<file path="src/rtl/pipe_stage_chain.sv">
// pipe_stage_chain: chain of pipeline stage registers with per-stage valid,
// backward-propagating stall, per-stage flush, bubble insertion and debug counters.
module pipe_stage_chain #(
    parameter int unsigned DATA_W = 32,
    parameter int unsigned STAGES = 4,
    parameter int unsigned CNT_W  = 16
) (
    input  logic                       clk,
    input  logic                       arst_n,
    input  logic                       enable,
    input  logic                       in_valid,
    input  logic [DATA_W-1:0]          in_data,
    output logic                       in_ready,
    input  logic [STAGES-1:0]          hold,
    input  logic [STAGES-1:0]          flush,
    output logic [STAGES*DATA_W-1:0]   stage_data,
    output logic [STAGES-1:0]          stage_valid,
    output logic [DATA_W-1:0]          out_data,
    output logic                       out_valid,
    output logic [$clog2(STAGES+1)-1:0] occupancy,
    output logic [CNT_W-1:0]           stall_cnt,
    output logic [CNT_W-1:0]           flush_cnt
);

    localparam int unsigned OCC_W = $clog2(STAGES + 1);

    logic [DATA_W-1:0] data_q   [STAGES];
    logic [DATA_W-1:0] src_data [STAGES];
    logic [DATA_W-1:0] nxt_data [STAGES];
    logic [STAGES-1:0] valid_q;
    logic [STAGES-1:0] src_valid;
    logic [STAGES-1:0] nxt_valid;
    logic [STAGES-1:0] stall;
    logic [STAGES-1:0] bubble;

    // A hold at stage j stalls that stage and every earlier one.
    always_comb begin
        stall = '0;
        for (int unsigned k = 0; k < STAGES; k++) begin
            stall[k] = |(hold >> k);
        end
    end

    // A stage whose predecessor is stalled (and is itself free) receives a bubble.
    always_comb begin
        bubble = {stall[STAGES-2:0], 1'b0};
    end

    // Upstream source of each stage: the input port for stage 0, else the previous stage.
    always_comb begin
        src_valid    = '0;
        src_valid[0] = in_valid;
        src_data[0]  = in_valid ? in_data : '0;
        for (int unsigned k = 1; k < STAGES; k++) begin
            src_valid[k] = valid_q[k-1];
            src_data[k]  = data_q[k-1];
        end
    end

    // Next-state selection per stage: flush > stall > bubble > advance.
    always_comb begin
        nxt_valid = valid_q;
        for (int unsigned k = 0; k < STAGES; k++) begin
            nxt_data[k] = data_q[k];
            if (flush[k]) begin
                nxt_valid[k] = 1'b0;
                nxt_data[k]  = '0;
            end else if (stall[k]) begin
                nxt_valid[k] = valid_q[k];
                nxt_data[k]  = data_q[k];
            end else if (bubble[k]) begin
                nxt_valid[k] = 1'b0;
                nxt_data[k]  = '0;
            end else begin
                nxt_valid[k] = src_valid[k];
                nxt_data[k]  = src_data[k];
            end
        end
    end

    // Stage registers; the whole chain freezes when enable is low.
    always_ff @(posedge clk or negedge arst_n) begin
        if (!arst_n) begin
            valid_q <= '0;
            for (int unsigned k = 0; k < STAGES; k++) begin
                data_q[k] <= '0;
            end
        end else if (enable) begin
            valid_q <= nxt_valid;
            for (int unsigned k = 0; k < STAGES; k++) begin
                data_q[k] <= nxt_data[k];
            end
        end
    end

    // Saturating debug counters for stall and flush activity.
    always_ff @(posedge clk or negedge arst_n) begin
        if (!arst_n) begin
            stall_cnt <= '0;
            flush_cnt <= '0;
        end else if (enable) begin
            if ((|hold) && (stall_cnt != '1)) begin
                stall_cnt <= stall_cnt + CNT_W'(1);
            end
            if ((|flush) && (flush_cnt != '1)) begin
                flush_cnt <= flush_cnt + CNT_W'(1);
            end
        end
    end

    // Occupancy is a popcount of the registered valid bits.
    always_comb begin
        occupancy = '0;
        for (int unsigned k = 0; k < STAGES; k++) begin
            occupancy = occupancy + OCC_W'(valid_q[k]);
        end
    end

    // Flatten stage payloads onto the debug bus.
    always_comb begin
        stage_data = '0;
        for (int unsigned k = 0; k < STAGES; k++) begin
            stage_data[k*DATA_W +: DATA_W] = data_q[k];
        end
    end

    // Direct views of the chain state and the input handshake.
    always_comb begin
        stage_valid = valid_q;
        out_data    = data_q[STAGES-1];
        out_valid   = valid_q[STAGES-1];
        in_ready    = enable & ~stall[0];
    end

endmodule
</file>
<file path="config.mk">
export PLATFORM = sky130hd
export DESIGN_NAME = pipe_stage_chain
export DESIGN_NICKNAME = d
export VERILOG_FILES = /design/src/rtl/pipe_stage_chain.sv
export SDC_FILE = /design/constraint.sdc
export NUM_CORES = 1
export LEC_CHECK = 0
export BUFFER_PORTS_ARGS = -buffer_cell sky130_fd_sc_hd__buf_2
export CAP_MARGIN = 40
export CORE_MARGIN = 2
export CORE_UTILIZATION = 51
export CTS_BUF_LIST = sky130_fd_sc_hd__clkbuf_4
export DETAILED_ROUTE_END_ITERATION = 10
export GPL_ROUTABILITY_DRIVEN = 0
export PLACE_DENSITY = 0.82
export SKIP_CTS_REPAIR_TIMING = 1
export SYNTH_ARGS = -nofsm -noshare
export SYNTH_HDL_FRONTEND = slang
export SYNTH_SLANG_ARGS = --single-unit
</file>
<file path="constraint.sdc">
create_clock -name clk -period 2 [get_ports clk]
set_input_delay 0.1 -clock clk [delete_from_list [all_inputs] [get_ports clk]]
set_output_delay 0.1 -clock clk [all_outputs]
set_load 0.05 [all_outputs]
</file>
==> results of run 1 <==
==> cell families (layout without fill, tap and decap cells) <==
logic type | Yosys count | in the layout
adder cells (fa/ha/maj) | 5 | 5
flip-flops | 164 | 164
buffers and inverters | 78 | 338
XOR/XNOR | 29 | 29
AO/OA/AOI/OAI | 150 | 150
multiplexers | 2 | 2
AND/OR/NAND/NOR | 134 | 134
==> state kept, by name (all words and copies together) (netlist names) <==
name         cells
stage_data      96
out_data        32
flush_cnt       16
stall_cnt       16
stage_valid      4
==> worst max-delay path by stage <==
stage	from	endpoint	slack (ns)	cells past startpoint
after detailed placement	flush_cnt[0]	flush_cnt[3]	0.22	6
after global routing	stage_valid[3]	occupancy[1]	-0.28	6
final	stage_valid[3]	occupancy[1]	-0.19	6
after global placement	stage_valid[0]	occupancy[1]	0.24	6
after CTS	stage_valid[0]	occupancy[1]	-0.39	6
after floorplan	stage_valid[0]	occupancy[1]	0.007	5
==> per-layer routing <==
layer	vias up	track usage [%]	part of all wire, %
met5	-	0	0
met4	0	8.71	1.8
met3	29	6.32	6.7
met2	267	40.8	51
met1	2703	31.6	41
li1	2487	-	-
==> critical path: stages (launching register included) <==
cell and delay (ns):
dfrtp_2 0.41, inv_2 0.04, fa_1 0.52, inv_2 0.05, ha_4 0.15, ha_4 0.26, buf_8 0.13
==> stage by stage <==
step           TNS (ns)  instances  utilization [%]  hold WS, ns  power, mW
2_1_floorplan         0        562                -       -0.196       4.57
3_3_place_gp          0        929             61.0       0.0457       4.95
3_5_place_dp          0        931             61.3       0.0519       5.00
4_1_cts          -0.846        963             63.2       -0.562       6.73
5_1_grt          -0.591        998             66.2       0.0371       7.04
6_report         -0.324        998             66.2       0.0363       6.75
==> power by group through the flow <==
stage | logic [mW] | registers, mW | clock network (mW)
after global placement | 1.23 | 3.72 | 0
final | 1.31 | 3.68 | 1.75
after global routing | 1.40 | 3.71 | 1.93
after floorplan | 0.333 | 4.24 | 0
after CTS | 1.27 | 3.68 | 1.78
after detailed placement | 1.27 | 3.74 | 0
==> area by class of cell <==
type / count / area [µm²] / area share, %
clock buffers: 18 / 135 / 1.56
clock inverters: 14 / 113 / 1.30
inverters: 10 / 37.5 / 0.433
multi-input cells: 320 / 2250 / 25.9
flip-flops and latches: 164 / 4110 / 47.5
well taps: 176 / 220 / 2.54
repair buffers: 296 / 1800 / 20.8
==> placed cells by master (no fill, tap or decap), types with 4 or more instances in the layout <==
| cell type | synthesis | final |
|---|---|---|
| dfrtp_1 | 164 | 156 |
| clkbuf_4 | 0 | 18 |
| xnor2_1 | 11 | 11 |
| o21ai_0 | 37 | 36 |
| clkinv_2 | 0 | 4 |
| nand2_1 | 75 | 75 |
| nand3_1 | 7 | 7 |
| nor3_1 | 6 | 6 |
| a22o_1 | 98 | 98 |
| dlygate4sd3_1 | 0 | 33 |
| dfrtp_2 | 0 | 8 |
| inv_2 | 0 | 4 |
| nand4_1 | 9 | 9 |
| xor2_1 | 18 | 18 |
| buf_4 | 36 | 13 |
| buf_12 | 0 | 4 |
| nor4_1 | 8 | 8 |
| inv_1 | 10 | 6 |
| nor2_1 | 13 | 13 |
| clkinv_4 | 0 | 4 |
| buf_2 | 12 | 240 |
==> results.md, run 1 <==
- Status: complete, but fails checks
- Failing checks: setup timing
- Die ar.: 0.0142 mm²
- Hold Path Class: in -> async
- Clk network pwr share: about a quarter
- Largest family of logic cells by synthesized area: compound AO/OA/AOI/OAI gates
- Synth Area in Compound Gates: 17.6%
- Pins Over Slew Limit: 0
- Clk sinks: 164
- Antenna diodes: 0
- Register share of total power: ~55%
- CP startpoint kind: register
- Port Buffers: 244
- Initial Utilization: 51.5%
- GRT overflow: 0
- Synth top area share: 60.9%
- Final period util: 109%
- Initial antenna violation count: 0
- RR Startpoint: flush_cnt[0]
- Synth area leader: dfrtp_1
- Nets: about 860
- Die W: 119 µm
- # Max-Cap Violations: 0
- Clock transition at path regs: 0.14 ns
- XOR/XNOR Fraction of Synth Area: 3.77%
- Sw frac: 33.8%
- Class of the most critical setup path: reg -> out
- Mapped Nets: 611
- Crit Reg-Reg Endpoint: flush_cnt[3]
- Filler cells: 967
- First DRT Iteration DRCs: between 400 and 500
- Clock Latency Late Sink: 0.54 ns
- Place WS: 0.221 ns
- Overall Global Routing Usage: 24.7%
- Post-synth top cells: 164 x dfrtp_1, 98 x a22o_1, 75 x nand2_1, 37 x o21ai_0, 36 x buf_4
- EDFF count, synth: 0
- Most frequent cell after synthesis: dfrtp_1
- Synth Instances: 562
- Crit. End Element: output pin
- First-pass GRT wire length: 27.3 mm
- YS warnings: 0
- Root buffer cell: clkbuf_4
- Final clock skew: 0.0172 ns
- Via-to-Cell Ratio: 5.50
- Cell Area, Synth: 0.00674 mm²
- Pleak: 4.68 nW
- Final setup fails: 3
- Bufs on Longest Clock Path: 2
- VDD IR max: 0.00105 V
- Vias in the first global route: 5145
- Switch Pwr: 2.28 mW
- Ys flop type: dfrtp_1
- WP data arrival: around 2.1 ns
- Max transition margin: 46.9%
- Row count: 42
- Routed WL per cell: 18.0 µm
- Via count: about 5500
- CTS tree: built
- Logic pwr share: between 15 and 20%
- Drt pass-1 iters: 4
- Share of post-route cells with drive strength above 1: ~39%
- Simple-gate share of the synthesized area: 9.63%
- Seq cells post-synth: 164
- Core footprint: 0.0131 mm²
- Post-DP HPWL: around 12 mm
- Ports: 245
- Synth top area cells: dfrtp_1 61%, a22o_1 13%, nand2_1 4.2%
- Cell-internal power: 4.47 mW
- Area growth syn-to-layout: 28.5%
- Placed Area: 0.00802 mm²
- Pin count of the biggest net entering global routing: 63
- Final WL: approximately 18 mm
- RSZ-0062 raised after global routing: true
- Min Tclk post-route: 2.19 ns
- Critical Path RT: 1.90 ns
- Die Ht: 119 µm
- Critical Path Fanout Max: 3
- Sequential share of the synthesized area: 60.9%
- Post-Synth Adder-Cell Area: between 1 and 1.5%
- Power per Cell Area: 779 mW/mm²
- Top achievable clock speed: 0.457 GHz
- Unique cell type count in the Yosys netlist: between 40 and 50
- Final instance area: 0.00867 mm²
- Reg2reg path depth: 6
- Endpoints failing hold: 0
- Worst-Margin Slew: 0.793 ns
- Final ANT Viol Nets: 0
- Worst Slack Setup Final: -0.188 ns
- Flop-to-flop setup slack: 0.20 ns
- Mux contribution to synthesized area: 0.334%
- Residual DRC: 0
- Syn avg cell area: 12.0 µm²
- CTS Buf Count: 17
- Fraction of registers with async set/reset: between 90% and 100%
- Htree depth: 4
(Power assumes the default switching activity.)
==> inputs of run 2 (changes only) <==
--- a/config.mk
+++ b/config.mk
@@ -10,9 +10,10 @@
 export CORE_MARGIN = 2
 export CORE_UTILIZATION = 51
 export CTS_BUF_LIST = sky130_fd_sc_hd__clkbuf_4
+export CTS_CLUSTER_SIZE = 30
 export DETAILED_ROUTE_END_ITERATION = 10
 export GPL_ROUTABILITY_DRIVEN = 0
-export PLACE_DENSITY = 0.82
+export PLACE_DENSITY_LB_ADDON = 0.2
 export SKIP_CTS_REPAIR_TIMING = 1
 export SYNTH_ARGS = -nofsm -noshare
 export SYNTH_HDL_FRONTEND = slang
==> run 2 against run 1 <==
  * The run still ends with setup timing left
  * Highest routed layer unchanged
  * Worst hold slack improved by 0.031 ns
  * Cell count fell by 0.70%
  * Largest cell class unchanged
  * Sequential share of layout area barely moved
  * Total power rose by 2.8%
==> results.md, run 2 (synthesis gave the netlist of run 1 again) <==
- Pleak: 4.66 nW (-0.37%)
- Final setup fails: 3 (unchanged)
- Residual DRC: 0 (unchanged)
- Failing checks: setup timing
- Top achievable clock speed: 0.444 GHz (-2.9%)
- Initial Utilization: 51.5% (unchanged)
- Status: complete, but fails checks
- Max transition margin: 61.0% (+14 points)
- Pin count of the biggest net entering global routing: 67 (+6.3%)
- Root buffer cell: clkbuf_4
- RSZ-0062 raised after global routing: true
- Power, Total: 6.94 mW (+2.8%)
- Via count: 5349 (-2.5%)
- Hold Path Class: in -> async
- Final WL: 17.2 mm (-4.1%)
- Area growth syn-to-layout: 28.6% (about the same)
- Clock transition at path regs: 0.13 ns (about the same)
- Drt pass-1 iters: 4 (unchanged)
- Final period util: 113% (+3.3 points)
- Nets: 853 (-0.58%)
- Pins Over Slew Limit: 0 (unchanged)
- Setup tns final: -0.500 ns (-0.176 ns)
- Die W: 119 µm (unchanged)
- Crit. End Element: output pin
- Placed Instances: 927 (-0.43%)
- WHS: 0.0670 ns (+0.0308 ns)
- WP data arrival: 2.15 ns (+0.06 ns)
- Endpoints failing hold: 0 (unchanged)
- Bufs on Longest Clock Path: 2 (unchanged)
- Class of the most critical setup path: reg -> out
- Met2 Track Usage GR: 38.2% (-2.6 points)
- GRT overflow: 0 (unchanged)
- Critical Path RT: 1.90 ns (about the same)
- Post-DP HPWL: 11.7 mm (-6.0%)
- Routed WL per cell: 17.4 µm (-3.4%)
- Row count: 42 (unchanged)
- Share of post-route cells with drive strength above 1: 38.4% (-0.65 points)
- Utilization after layout: 66.3% (about the same)
- Fin cells: 991 (-0.70%)
- Initial antenna violation count: 0 (unchanged)
- Final ANT Viol Nets: 0 (unchanged)
- CTS Buf Count: 17 (unchanged)
- GR Util met3: 5.65% (-0.67 points)
- Grt met1 use: 32.7% (+1.1 points)
- Max reg flops: 96 (unchanged)
- Power per Cell Area: 800 mW/mm² (+2.7%)
- Layer with the highest usage: met2
- Antenna diodes: 0 (unchanged)
- Worst-Margin Slew: 0.578 ns (-0.216 ns)
- Port Buffers: 244 (unchanged)
- Htree depth: 4 (unchanged)
- Vias in the first global route: 5087 (-1.1%)
- Worst Slack Setup Final: -0.254 ns (-0.0655 ns)
- Overall Global Routing Usage: 24.1% (-0.52 points)
- Die Ht: 119 µm (unchanged)
- Via-to-Cell Ratio: 5.40 (-1.8%)
- Clk sinks: 164 (unchanged)
- Die ar.: 0.0142 mm² (unchanged)
- Most frequent cells in the layout: 240 x buf_2, 156 x dfrtp_1, 98 x a22o_1
- # Max-Cap Violations: 0 (unchanged)
- Critical Path Fanout Max: 4 (+1)
- Min Tclk post-route: 2.25 ns (+0.0655 ns)
- Ports: 245 (unchanged)
- VDD IR max: 0.000959 V (-8.5%)
- Clock Latency Late Sink: 0.55 ns (about the same)
- First DRT Iteration DRCs: 336 (-27%)
- Final clock skew: 0.0211 ns (+0.00396 ns)
- First-pass GRT wire length: 26.8 mm (-1.7%)
- Commonest non-fill, non-tap cell in the layout: buf_2
- CP startpoint kind: register
- CTS tree: built
- Core footprint: 0.0131 mm² (unchanged)
## run 2: cell count changes in the layout (fill, tap and decap cells not counted), moves of 2 or more
cell / before / now
buf_4: 13 / 8
bufinv_16: 1 / 3
clkinv_2: 4 / 1
clkinv_4: 4 / 1
clkinvlp_4: 1 / 3
## run 2: routing by layer
| metal | wire length (µm) | vias to the layer above |
|---|---|---|
| met3 | 1110 | 33 |
| met4 | 458 | 0 |
| met5 | 0 | - |
| li1 | - | 2460 |
| met2 | 8360 | 227 |
| met1 | 7290 | 2629 |
## run 2: where the power goes
group          switching [mW]  total [mW]  internal [mW]
Clock                    1.09        1.96          0.867
Combinational           0.932        1.30          0.371
Sequential              0.207        3.68           3.47
## run 2: area by class of cell
type	instances	area, µm²
fill	959	4410
multi-input combinational	320	2250
inverter	10	37.5
sequential	164	4110
clock inverter	11	138
tap	176	220
clock buffer	19	143
timing repair buffer	291	1770
## run 2: per-stage QoR
stage,worst slack [ns],cell area [µm²]
global route,-0.359,8670
finish,-0.254,8670
global placement,0.221,7960
floorplan,0.00669,6750
CTS,-0.427,8280
detailed placement,0.112,8000
## run 2: path summary, 6_finish.rpt
| kind | slack [ns] | start | end | cells past startpoint |
|---|---|---|---|---|
| max reg2reg | 0.17 | flush_cnt[0] | flush_cnt[15] | 6 |
| min in group clk | 0.11 | flush[1] | stage_data[62] | 5 |
| min reg2reg | 0.51 | flush_cnt[15] | flush_cnt[15] | 1 |
| max in group asynchronous | 1.20 | arst_n | stage_data[57] | 3 |
| min | 0.07 | arst_n | out_data[8] | 2 |
| max | -0.25 | stage_valid[3] | occupancy[1] | 6 |
## run 2: critical path: stages (launching register included)
cell and delay (ns):
dfrtp_2 0.42, inv_2 0.04, fa_1 0.54, inv_2 0.05, ha_4 0.16, ha_4 0.26
buf_8 0.14
==> inputs of run 3 (changes only) <==
--- a/config.mk
+++ b/config.mk
@@ -5,15 +5,17 @@
 export SDC_FILE = /design/constraint.sdc
 export NUM_CORES = 1
 export LEC_CHECK = 0
+export ABC_AREA = 1
 export BUFFER_PORTS_ARGS = -buffer_cell sky130_fd_sc_hd__buf_2
 export CAP_MARGIN = 40
 export CORE_MARGIN = 2
-export CORE_UTILIZATION = 51
+export CORE_UTILIZATION = 53
 export CTS_BUF_LIST = sky130_fd_sc_hd__clkbuf_4
 export CTS_CLUSTER_SIZE = 30
 export DETAILED_ROUTE_END_ITERATION = 10
 export GPL_ROUTABILITY_DRIVEN = 0
-export PLACE_DENSITY_LB_ADDON = 0.2
+export PLACE_DENSITY_LB_ADDON = 0.05
+export REMOVE_ABC_BUFFERS = 1
 export SKIP_CTS_REPAIR_TIMING = 1
 export SYNTH_ARGS = -nofsm -noshare
 export SYNTH_HDL_FRONTEND = slang
==> run 3 against run 2 <==
  * The flow still finishes with violations (setup timing)
  * Largest power group unchanged
  * First-iteration DRC count grew 41%
  * Worst setup slack gained 0.0016 ns
  * Via count grew 32%
  * Register-to-register slack gained 0.15 ns
  * Routed wire length grew 21%
  * Synthesized cell count grew 65%
  * Area after synthesis grew 13%
  * Non-clock buffer count grew 22
  * Design area grew 11%
  * Fmax is essentially flat
  * Count of clock-buffer cells in the layout shrank 1
  * Critical path depth is the same
==> results.md, run 3 <==
- Status: complete, but fails checks
- Failing checks: setup timing
- Via-to-Cell Ratio: 5.16 (-4.4%)
- Die ar.: 0.0153 mm² (+8.0%)
- Syn avg cell area: 8.18 µm² (-32%)
- Final WL: 20.7 mm (+21%)
- WHS: 0.00642 ns (-0.0606 ns)
- Routed WL per cell: 15.1 µm (-13%)
- Nets: 1227 (+44%)
- Clock Latency Late Sink: 0.55 ns (about the same)
- Sequential share of the synthesized area: 54.1% (-6.8 points)
- # Max-Cap Violations: 0 (unchanged)
- First DRT Iteration DRCs: 475 (+41%)
- CP startpoint kind: register
- Most frequent cells in the layout: 240 x buf_2, 233 x nand2_1, 164 x dfrtp_1
- Switch Pwr: 3.23 mW (+45%)
- Min Tclk post-route: 2.25 ns (-0.00158 ns)
- Worst Slack Setup Final: -0.252 ns (+0.00158 ns)
- GRT overflow: 0 (unchanged)
- Core footprint: 0.0139 mm² (+6.5%)
- Utilization after layout: 69.3% (+3.1 points)
- Final setup fails: 3 (unchanged)
- Synth top area share: 54.1% (-6.8 points)
- Via count: 7071 (+32%)
- Fraction of registers with async set/reset: 100% (unchanged)
- Pin count of the biggest net entering global routing: 67 (unchanged)
- RR Startpoint: flush_cnt[1]
- Register share of total power: 46.4% (-6.6 points)
- Unique cell type count in the Yosys netlist: 26 (-38%)
- Clk sinks: 164 (unchanged)
- Top achievable clock speed: 0.444 GHz (about the same)
- Pins Over Slew Limit: 0 (unchanged)
- Commonest non-fill, non-tap cell in the layout: buf_2
- CTS Buf Count: 17 (unchanged)
- Class of the most critical setup path: reg -> out
- Flop-to-flop setup slack: 0.32 ns (+0.15 ns)
- Power, Total: 8.23 mW (+19%)
- Seq cells post-synth: 164 (unchanged)
- Critical Path RT: 1.90 ns (about the same)
- Final clock skew: 0.0200 ns (-0.00110 ns)
- Root buffer cell: clkbuf_4
- Most frequent cell after synthesis: nand2_1
- Antenna diodes: 0 (unchanged)
- Port Buffers: 244 (unchanged)
- Area growth syn-to-layout: 27.4%
- Final instance area: 0.00966 mm² (+11%)
- CP delay by family, top: adder cells
- Ports: 245 (unchanged)
- Place WS: 0.0705 ns (-0.0417 ns)
- Reg2reg path depth: 10 (+4)
- Synth top area cells: dfrtp_1 54%, nand2_1 12%, nand3_1 7.1%
- CP max stage delay: 0.54 ns (about the same)
- Cell-internal power: 5.00 mW (+6.3%)
- Post-DP HPWL: 14.0 mm (+20%)
- Worst-Margin Slew: 0.607 ns (+0.0290 ns)
- Die Ht: 124 µm (+3.9%)
- Logic pwr share: 29.0% (+10 points)
- Initial Utilization: 54.4% (+2.9 points)
- RSZ-0062 raised after global routing: true
- Crit. End Element: output pin
- Vias in the first global route: 6185 (+22%)
- Placed Area: 0.00889 mm² (+11%)
- Final period util: 113% (about the same)
- Drt pass-1 iters: 5 (+1)
- Sw frac: 39.2% (+7.1 points)
- Pleak: 5.19 nW (+11%)
- Bufs on Longest Clock Path: 2 (unchanged)
- VDD IR max: 0.000497 V (-48%)
- Hold Path Class: in -> async
- Critical path's slowest cell: fa_1
- Crit Reg-Reg Endpoint: flush_cnt[4]
- Clock transition at path regs: 0.13 ns (about the same)
- Max reg flops: 96 (unchanged)
- Buffers plus inverters on the worst setup path: 3 (unchanged)
- Synth area leader: dfrtp_1
- Final ANT Viol Nets: 0 (unchanged)
- Clk network pwr share: 24.6% (-3.6 points)
- Cell Area, Synth: 0.00758 mm² (+13%)
- EDFF count, synth: 0 (unchanged)
- Htree depth: 4 (unchanged)
- Endpoints failing hold: 0 (unchanged)
- First-pass GRT wire length: 31.3 mm (+17%)
- YS warnings: 0 (unchanged)
- Residual DRC: 0 (unchanged)
- Critical Path, Cell by Cell: inv_2, fa_1, inv_2, ha_4, ha_4, buf_8
- Initial antenna violation count: 0 (unchanged)
- Synth Instances: 927 (+65%)
- Max transition margin: 59.5% (-1.5 points)
- CTS tree: built
- WP data arrival: 2.15 ns (about the same)
- Post-synth top cells: 233 x nand2_1, 164 x dfrtp_1, 107 x nand3_1, 98 x nor2_1, 78 x inv_1
- Overall Global Routing Usage: 26.8% (+2.6 points)
- Critical Path Fanout Max: 3 (-1)
- Ys flop type: dfrtp_1
- Power per Cell Area: 852 mW/mm² (+6.5%)
- Die W: 124 µm (+3.9%)
- Share of post-route cells with drive strength above 1: 27.2% (-11 points)
- Row count: 43 (+2.4%)
-- run 3: changes by cell type after synthesis, moves of 14 or more --
| cell | delta |
|---|---|
| a21oi_1 | +64 |
| a22o_1 | -98 |
| inv_1 | +68 |
| nand2_1 | +158 |
| nand3_1 | +100 |
| nor2_1 | +85 |
| o21ai_0 | +23 |
| xor2_1 | -14 |
-- run 3: logic make-up (layout without fill, tap and decap cells) --
group | count (synthesis) | after routing | synth area share (%)
fa+ha+maj | 5 | 5 | 0.924
flops | 164 | 164 | 54.1
compound gates | 134 | 134 | 8.89
buf+inv | 162 | 425 | 10.3
simple gates | 457 | 457 | 25.2
xor+xnor | 5 | 5 | 0.577
-- run 3: worst max-delay path by stage --
stage,from,end,cells past startpoint
after floorplan,flush[3],stage_valid[3],3
after global placement,flush_cnt[1],flush_cnt[5],9
after detailed placement,flush_cnt[1],flush_cnt[15],9
after CTS,stage_valid[0],occupancy[1],6
after global routing,stage_valid[3],occupancy[1],6
final,stage_valid[3],occupancy[1],6
-- run 3: layout make-up --
cell class,count,area [µm²]
fill,1166,4270
sequential,164,4100
multi-input combinational,601,2780
inverter,81,304
timing repair buffer,313,1950
clock inverter,13,160
tap,180,225
clock buffer,18,135
-- run 3: layer usage --
layer	GRT usage, %	up-vias	wire length (µm)
met5	0	-	0
met4	9.94	0	504
met3	6.09	30	1550
met2	42.5	290	9800
met1	36.2	3317	8890
li1	-	3434	-
-- run 3: power by group through the flow --
| stage | Sequential [mW] | Combinational [mW] | Clock, mW |
|---|---|---|---|
| after detailed placement | 3.88 | 2.33 | 0 |
| after global routing | 3.87 | 2.55 | 2.21 |
| after CTS | 3.82 | 2.34 | 2.06 |
| final | 3.82 | 2.39 | 2.02 |
| after floorplan | 5.02 | 0.448 | 0 |
| after global placement | 3.88 | 2.30 | 0 |
-- run 3: metrics by stage --
step | cells | TNS (ns)
floorplan | 846 | -76.03
global placement | 1295 | 0
detailed placement | 1297 | 0
CTS | 1328 | -0.981
global route | 1370 | -0.828
finish | 1370 | -0.487
